===== src/rtl/serial_adder.sv =====
// rtl/serial_adder.sv - bit-serial LSB-first adder built from two half adders; optional subtract via SERIAL_ADDER_SUB_EN

module serial_adder #(
    parameter int WIDTH = 8
) (
    input  logic             clk,
    input  logic             reset,
    input  logic             start,
    input  logic [WIDTH-1:0] A,
    input  logic [WIDTH-1:0] B,
    input  logic             Cin,
`ifdef SERIAL_ADDER_SUB_EN
    input  logic             sub,
`endif
    output logic             busy,
    output logic             done,
    output logic [WIDTH-1:0] S,
    output logic             Cout
);

    localparam int CW = $clog2(WIDTH);

    typedef enum logic [1:0] {
        IDLE = 2'd0,
        RUN  = 2'd1,
        DONE = 2'd2
    } state_t;

    state_t           state;
    state_t           state_next;
    logic [WIDTH-1:0] ra;
    logic [WIDTH-1:0] rb;
    logic [WIDTH-1:0] rs;
    logic             c;
    logic [CW-1:0]    cnt;
    logic             last;
    logic             h;
    logic             g;
    logic             s_bit;
    logic             p;
    logic             cy;
    logic             sub_eff;

`ifdef SERIAL_ADDER_SUB_EN
    assign sub_eff = sub;
`else
    assign sub_eff = 1'b0;
`endif

    // Full adder: first cell adds the operand bits, second folds in the carry
    halfAdder ha1 (
        .a     (ra[0]),
        .b     (rb[0]),
        .sum   (h),
        .carry (g)
    );

    halfAdder ha2 (
        .a     (h),
        .b     (c),
        .sum   (s_bit),
        .carry (p)
    );

    assign cy   = g | p;
    assign last = (cnt == CW'(WIDTH - 1));
    assign busy = (state != IDLE);
    assign done = (state == DONE);

    // State register
    always_ff @(posedge clk) begin
        if (reset) begin
            state <= IDLE;
        end else begin
            state <= state_next;
        end
    end

    // Next-state logic; start outside IDLE is simply dropped
    always_comb begin
        state_next = state;
        case (state)
            IDLE:    if (start) state_next = RUN;
            RUN:     if (last)  state_next = DONE;
            DONE:    state_next = IDLE;
            default: state_next = IDLE;
        endcase
    end

    // Datapath: load operands on accept, shift one bit per RUN cycle, latch result on the last bit
    always_ff @(posedge clk) begin
        if (reset) begin
            ra   <= '0;
            rb   <= '0;
            rs   <= '0;
            c    <= 1'b0;
            cnt  <= '0;
            S    <= '0;
            Cout <= 1'b0;
        end else begin
            case (state)
                IDLE: begin
                    if (start) begin
                        ra  <= A;
                        rb  <= sub_eff ? ~B : B;
                        c   <= sub_eff ? 1'b1 : Cin;
                        cnt <= '0;
                    end
                end
                RUN: begin
                    c   <= cy;
                    ra  <= ra >> 1;
                    rb  <= rb >> 1;
                    rs  <= {s_bit, rs[WIDTH-1:1]};
                    cnt <= cnt + CW'(1);
                    if (last) begin
                        S    <= {s_bit, rs[WIDTH-1:1]};
                        Cout <= cy;
                    end
                end
                default: begin
                end
            endcase
        end
    end

endmodule

// One-bit half adder cell
module halfAdder (
    input  logic a,
    input  logic b,
    output logic sum,
    output logic carry
);

    assign sum   = a ^ b;
    assign carry = a & b;

endmodule


===== config.mk =====
export PLATFORM = sky130hd
export DESIGN_NAME = serial_adder
export DESIGN_NICKNAME = d
export VERILOG_FILES = /design/src/rtl/serial_adder.sv
export SDC_FILE = /design/constraint.sdc
export NUM_CORES = 1
export LEC_CHECK = 0
export CAP_MARGIN = 40
export CORE_MARGIN = 1
export CORE_UTILIZATION = 51
export CTS_CLUSTER_DIAMETER = 120
export DETAILED_ROUTE_END_ITERATION = 16
export HOLD_SLACK_MARGIN = 0.06
export PLACE_DENSITY_LB_ADDON = 0.15
export REMOVE_ABC_BUFFERS = 1
export SLEW_MARGIN = 5
export SYNTH_ARGS = -nofsm -noshare
export SYNTH_HDL_FRONTEND = slang
export SYNTH_SLANG_ARGS = --single-unit
export TNS_END_PERCENT = 5

===== constraint.sdc =====
create_clock -name clk -period 1.5 [get_ports clk]
set_clock_uncertainty 0.05 [all_clocks]
set_input_delay 0.3 -clock clk [delete_from_list [all_inputs] [get_ports clk]]
set_output_delay 0.3 -clock clk [all_outputs]
set_load 0.01 [all_outputs]

==> results of run 1 <==
-- through the flow --
step	TNS (ns)	std cells	cell area, µm²
6_report	0	251	2060
5_1_grt	0	251	2060
4_1_cts	-0.234	249	2030
3_5_place_dp	-0.645	243	1990
3_3_place_gp	-0.156	243	1990
2_1_floorplan	-12.67	160	1550
-- registers in the layout, summed over array words and instances, names as in the netlist --
name / flops
S: 8
ra: 8
rb: 8
rs: 7
cnt: 3
state: 2
Cout: 1
c: 1
-- worst max-delay path: stages, from the launching register on --
cell and delay (ns):
dfxtp_4 0.38, or2_1 0.24, clkbuf_2 0.13
-- cell type report --
cell class	instances	area (µm²)	share of cell area, %
inverters	1	3.75	0.183
well taps	44	55.1	2.68
multi-input cells	121	782	38.0
repair buffers	41	399	19.4
clock buffers	6	51.3	2.50
flip-flops and latches	38	764	37.2
-- final timing paths --
kind / from / end / slack [ns] / depth (start not counted)
min reg2reg: S[1]$_SDFFE_PP0P_ / S[1]$_SDFFE_PP0P_ / 0.41 / 2
max: state[0]$_SDFFE_PP0P_ / busy / 0.07 / 2
max reg2reg: state[0]$_SDFFE_PP0P_ / rb[3]$_SDFFE_PP0P_ / 0.12 / 5
min: S[1]$_SDFFE_PP0P_ / S[1]$_SDFFE_PP0P_ / 0.41 / 2
-- cells by family (layout without fill, tap and decap cells) --
family | count (synthesis) | count (layout) | synth area share (%)
compound gates | 38 | 38 | 17.4
fa+ha+maj | 3 | 3 | 2.73
buf+inv | 15 | 48 | 6.60
flops | 38 | 38 | 46.1
mux | 16 | 16 | 9.70
simple gates | 64 | 64 | 17.4
-- power groups by stage --
stage / logic [W] / clock network [W] / registers, W
2_1_floorplan: 0.000135 / 0 / 0.00111
3_3_place_gp: 0.000260 / 0 / 0.00111
3_5_place_dp: 0.000272 / 0 / 0.00111
4_1_cts: 0.000270 / 0.000527 / 0.00109
5_1_grt: 0.000300 / 0.000569 / 0.00109
6_report: 0.000274 / 0.000508 / 0.00109
-- per-layer routing --
metal	vias up	global-route usage, %
li1	662	-
met1	617	21.4
met2	27	33.8
met3	2	6.81
met4	0	7.82
met5	-	0
-- cells in the mapped netlist, drive strengths merged (2+ instances only) --
cell type	count	area, µm²
clkbuf	4	15.0
nand4bb	2	22.5
dfxtp	38	761
mux2i	16	160
a211oi	14	155
ha	2	25.0
nor2	21	78.8
nor2b	2	12.5
a21oi	18	90.1
nand2	32	120
buf	10	90.1
a22oi	2	15.0
o21ai	2	10.0
-- timing repair --
action | 4_1_cts | 5_1_grt
setup endpoints to repair | 32 | 26
gates resized for setup | 12 | 9
pin swaps | 0 | 0
setup buffers | 0 | 2
-- cells in the final DEF (no fill, tap or decap), types with 2 or more instances in the layout --
master	netlist	final
clkdlybuf4s50_1	0	19
a22oi_1	2	2
o21ai_1	2	2
dfxtp_1	38	37
a211oi_1	4	4
a21oi_1	18	18
nor2b_1	2	2
clkbuf_4	0	5
nor2_1	21	21
nand2_1	32	32
clkbuf_2	0	2
dlygate4sd2_1	0	9
buf_4	0	8
ha_1	2	2
a211oi_2	10	10
nand4bb_1	2	2
mux2i_1	16	16
buf_12	1	3
==> summary.txt, run 1 <==
Outcome
  – Status: complete, no violations

Finish
  – Nets@finish: about 230
  – Layout cells sized above 1: between 10% and 20%
  – Synth-to-layout area growth: 24.6%
  – Fin util: around two thirds
  – Diode count: 0
  – Filler cell count: approximately 260

Synthesis
  – Top_reg_cell synth: dfxtp_1
  – Post-synthesis cell area: around 1700 µm²
  – Post-synthesis cell type count: 27
  – Asr flop ratio synth: 0%
  – Synth warn: 0
  – EDFF count, synth: 0
  – Synth Instances: roughly 170
  – Post-synthesis sequential area ratio: 46.1%
  – #FFs+latches synth: 38
  – Mean Syn Cell Area: ~9.5 µm²

Pwr
  – Leak pwr: just over 0.8 nW
  – Reg power frac: between 50 and 60%
  – Worst vdd ir: 0.593 mV
  – Switching Share: around 24%
  – Pint: around 0.0014 W
  – Logic pwr share: around 15%
  – Clock share of power: a little over a quarter
  – Net Sw Power: about 0.00045 W
  – P per Cell Area: around 900 nW/µm²
  – Power consumption: around 0.0019 W

Route
  – Met2 wire length: about 1500 µm
  – Via density: between 5 and 6
  – Top Metal Used: met4
  – Routed met1 length: between 1000 and 1500 µm
  – Drt total wl: 2980 µm
  – Initial drt markers: 34
  – DRT Pass-1 Iters: 4
  – DRC viols: 0
  – Vias: 1308
  – WL met3: approximately 130 µm
  – WL per Instance: roughly 12 µm
  – DRT antenna net count: 0

Timing
  – Final setup fails: 0
  – Hold Slack: 0.409 ns
  – Actual slew at the worst max-slew pin: roughly 0.3 ns
  – Highest clock rate: 699 MHz
  – Fin. max-slew vios: 0
  – Crit share post-route: 95.4%
  – Slew HR: between 70% and 80%
  – Tmin final: roughly 1.4 ns
  – Setup ws final: approximately 0.069 ns
  – Number of hold violations in the final report: 0
  – RSZ-0062 raised after global routing: no

GRT
  – Total gr overflow: 0
  – Gr usage total: 19.4%
  – First-pass GRT wire length: ~5000 µm
  – Initial antenna violation count: 0
  – Vias in the first global route: roughly 1200
  – Largest net degree at the start of global routing: 30

Clock network
  – Worst-Skew Late Latency: ~0.33 ns
  – Clk sinks: 38
  – CTS tree: done
  – Hold buffers post-CTS: 0
  – Max clock buf depth: 2
  – CTS Buf Count: 5
  – Reg clk slew, reported paths: approximately 0.1 ns
  – Clock root cell: clkbuf_4
  – Max H-tree Level: 2

Floorplan
  – Die area: between 3000 and 4000 µm²
  – Initial Util: roughly 54%
  – Die Y: approximately 59 µm
  – Total I/O pin count: 31
  – DIE WIDTH: approximately 59 µm
  – Area of the core: ~3100 µm²
  – FP Rows: 20

Worst hold path
  – Hold WC Path Type: reg -> reg

Setup path
  – CP Class: reg -> out
  – Critical Path Source Type: flip-flop
  – Maximum fanout along the worst path: 6
  – Crit path arrival time: between 1 and 1.5 ns
  – CP endpoint kind: primary output
  – Worst EP required: 1.15 ns

Place
  – Final HPWL DP: around 2200 µm
  – Buffers on Ports: 30
  – Global placement routability congestion: between 0.8 and 0.9
  – Post-Place Setup Slack: -0.0965 ns

Job
  – Count of max-cap constraint violations: 0
Note: power is estimated with default switching activity, not from simulation.
==> run 2, diff against run 1 <==
--- a/config.mk
+++ b/config.mk
@@ -5,14 +5,14 @@
 export SDC_FILE = /design/constraint.sdc
 export NUM_CORES = 1
 export LEC_CHECK = 0
-export CAP_MARGIN = 40
 export CORE_MARGIN = 1
-export CORE_UTILIZATION = 51
+export CORE_UTILIZATION = 46
 export CTS_CLUSTER_DIAMETER = 120
 export DETAILED_ROUTE_END_ITERATION = 16
 export HOLD_SLACK_MARGIN = 0.06
 export PLACE_DENSITY_LB_ADDON = 0.15
 export REMOVE_ABC_BUFFERS = 1
+export SKIP_CTS_REPAIR_TIMING = 1
 export SLEW_MARGIN = 5
 export SYNTH_ARGS = -nofsm -noshare
 export SYNTH_HDL_FRONTEND = slang
==> constraint.sdc (replaced) <==
create_clock -name clk -period 1.3 [get_ports clk]
set_clock_uncertainty 0.05 [all_clocks]
set_input_delay 0.26 -clock clk [delete_from_list [all_inputs] [get_ports clk]]
set_output_delay 0.26 -clock clk [all_outputs]
set_load 0.01 [all_outputs]
==> run 2 against run 1 <==
Against the previous run: count of clock-buffer cells in the layout increased by 1; sequential power is 15% higher; the run now ends with negative setup slack left; clock power grew 22%.
==> summary.txt, run 2 (synthesis gave the netlist of run 1 again) <==
Outcome
  – Status: complete, but fails checks (was complete, no violations)
  – Failing checks: negative setup slack

GRT
  – Total gr overflow: 0 (unchanged)
  – Gr usage total: 17.4% (was 19.4%)
  – First-pass GRT wire length: 4730 µm (was 4990 µm)
  – Vias in the first global route: 1127 (was 1189)
  – Initial antenna violation count: 0 (unchanged)
  – Largest net degree at the start of global routing: 36 (was 30)

Place
  – Buffers on Ports: 30 (unchanged)
  – Global placement routability congestion: 0.737 (was 0.821)
  – Final HPWL DP: 1990 µm (was 2180 µm)

Clock network
  – Clock root cell: clkbuf_4 (unchanged)
  – Max clock buf depth: 2 (unchanged)
  – Reg clk slew, reported paths: 0.11 ns (was 0.10 ns)
  – CTS Buf Count: 5 (unchanged)
  – Clk sinks: 38 (unchanged)
  – Worst-Skew Late Latency: 0.33 ns (about the same)
  – CTS tree: done (unchanged)
  – Max H-tree Level: 2 (unchanged)

Finish
  – Largest registers: S: 8 flops, ra: 8 flops, rb: 8 flops (unchanged)
  – Layout cells sized above 1: 18.2% (was 15.5%)
  – Most frequent cells in the layout: dfxtp_1 (35), nand2_1 (32), nor2_1 (21), clkdlybuf4s50_1 (19), a21oi_1 (18) (was dfxtp_1 (37), nand2_1 (32), nor2_1 (21), clkdlybuf4s50_1 (19), a21oi_1 (18))
  – Nets@finish: 231 (unchanged)
  – Synth-to-layout area growth: 28.3% (was 24.6%)
  – Diode count: 0 (unchanged)
  – Most common cell after layout, fill and taps aside: dfxtp_1 (unchanged)
  – Fin util: 62.5% (was 67.3%)

Route
  – Initial drt markers: 47 (was 34)
  – Drt total wl: 2840 µm (was 2980 µm)
  – DRT Pass-1 Iters: 4 (unchanged)
  – Vias: 1272 (was 1308)
  – WL per Instance: 11.1 µm (was 11.9 µm)
  – Via density: 4.99 (was 5.21)
  – DRT antenna net count: 0 (unchanged)
  – DRC viols: 0 (unchanged)

Setup path
  – Maximum fanout along the worst path: 4 (was 6)
  – Buf+Inv Stages, Crit Path: 1 (unchanged)
  – Worst EP required: 0.99 ns (was 1.15 ns)
  – Crit-path leading delay family: flip-flops (unchanged)
  – Slowest cell delay on critical path: 0.35 ns (was 0.38 ns)
  – CP Cell Sequence: or2_1 > clkbuf_2 (unchanged)
  – Critical path's slowest cell: dfxtp_2 (was dfxtp_4)
  – Critical Path Source Type: flip-flop (unchanged)
  – CP endpoint kind: primary output (unchanged)
  – CP Class: reg -> out (unchanged)
  – Crit path arrival time: 1.05 ns (was 1.08 ns)

Floorplan
  – Total I/O pin count: 31 (unchanged)
  – DIE WIDTH: 61.9 µm (was 58.9 µm)
  – Area of the core: 3390 µm² (was 3050 µm²)
  – Die Y: 61.9 µm (was 58.9 µm)
  – Initial Util: 48.7% (was 54.1%)
  – Die area: 3830 µm² (was 3470 µm²)
  – FP Rows: 21 (was 20)

Timing
  – Tmin final: about 1.4 ns
  – Final setup fails: 1 (was 0)
  – Actual slew at the worst max-slew pin: 0.343 ns (was 0.307 ns)
  – Crit share post-route: 105%
  – Setup ws final: -0.0609 ns (was 0.0692 ns)
  – Number of hold violations in the final report: 0 (unchanged)
  – Highest clock rate: 735 MHz
  – RSZ-0062 raised after global routing: yes (was no)
  – Fin. max-slew vios: 0 (unchanged)
  – Fin Setup TNS: -0.0609 ns (was 0 ns)
  – Slew HR: 77.1% (was 79.5%)

Job
  – Count of max-cap constraint violations: 0 (unchanged)

Pwr
  – Leak pwr: 0.948 nW (was 0.817 nW)
  – Worst vdd ir: 0.623 mV (was 0.593 mV)
  – P per Cell Area: 1030 nW/µm² (was 908 nW/µm²)

Worst hold path
  – Hold WC Path Type: reg -> reg (unchanged)
run 2: changes by cell type in the layout (fill, tap and decap cells not counted), sizes merged:
cell	previous run	this run
clkbuf	8	9
dlygate4sd2	9	0
dlymetal6s2s	0	9
clkinv	0	1
run 2: power by group:
group          switching, W  internal (W)
registers         0.0000300       0.00122
clock network      0.000359      0.000262
logic              0.000148      0.000169
total              0.000536       0.00165
run 2: per-stage QoR:
step	total power, W	setup WS [ns]	std cells	area, µm²	hold WS (ns)
after global placement	0.00158	-0.173	247	2010	0.392
after floorplan	0.00144	-0.849	160	1550	0.275
after global routing	0.00231	-0.124	255	2120	0.428
after CTS	0.00222	-0.453	255	2070	0.415
final	0.00219	-0.0609	255	2120	0.410
after detailed placement	0.00159	-0.217	247	2010	0.400
run 2: metal layers:
layer / wire length [µm] / GRT usage (%) / vias up
li1: - / - / 666
met1: 1300 / 21.0 / 574
met2: 1360 / 28.1 / 27
met3: 140 / 6.83 / 5
met4: 37 / 6.67 / 0
met5: 0 / 0 / -
run 2: area by class of cell:
class	count	area (µm²)
Fill cell	284	1270
Multi-Input combinational cell	121	800
Sequential cell	38	764
Timing Repair Buffer	41	432
Tap cell	46	57.6
Clock buffer	7	55.1
Clock inverter	1	5.00
Inverter	1	3.75
run 2: path summary, 6_finish.rpt:
check | from | end | slack (ns) | cells past startpoint
max | state[0]$_SDFFE_PP0P_ | busy | -0.06 | 2
min reg2reg | S[7]$_SDFFE_PP0P_ | S[7]$_SDFFE_PP0P_ | 0.41 | 2
min | S[7]$_SDFFE_PP0P_ | S[7]$_SDFFE_PP0P_ | 0.41 | 2
max reg2reg | cnt[0]$_SDFFE_PP0P_ | S[3]$_SDFFE_PP0P_ | 0.02 | 6
run 2: worst register-to-register path: stages (launching register included):
cell,delay [ns]
dfxtp_1,0.32
ha_1,0.20
ha_2,0.18
nand3b_1,0.13
buf_6,0.15
nand2_1,0.05
a21oi_1,0.13
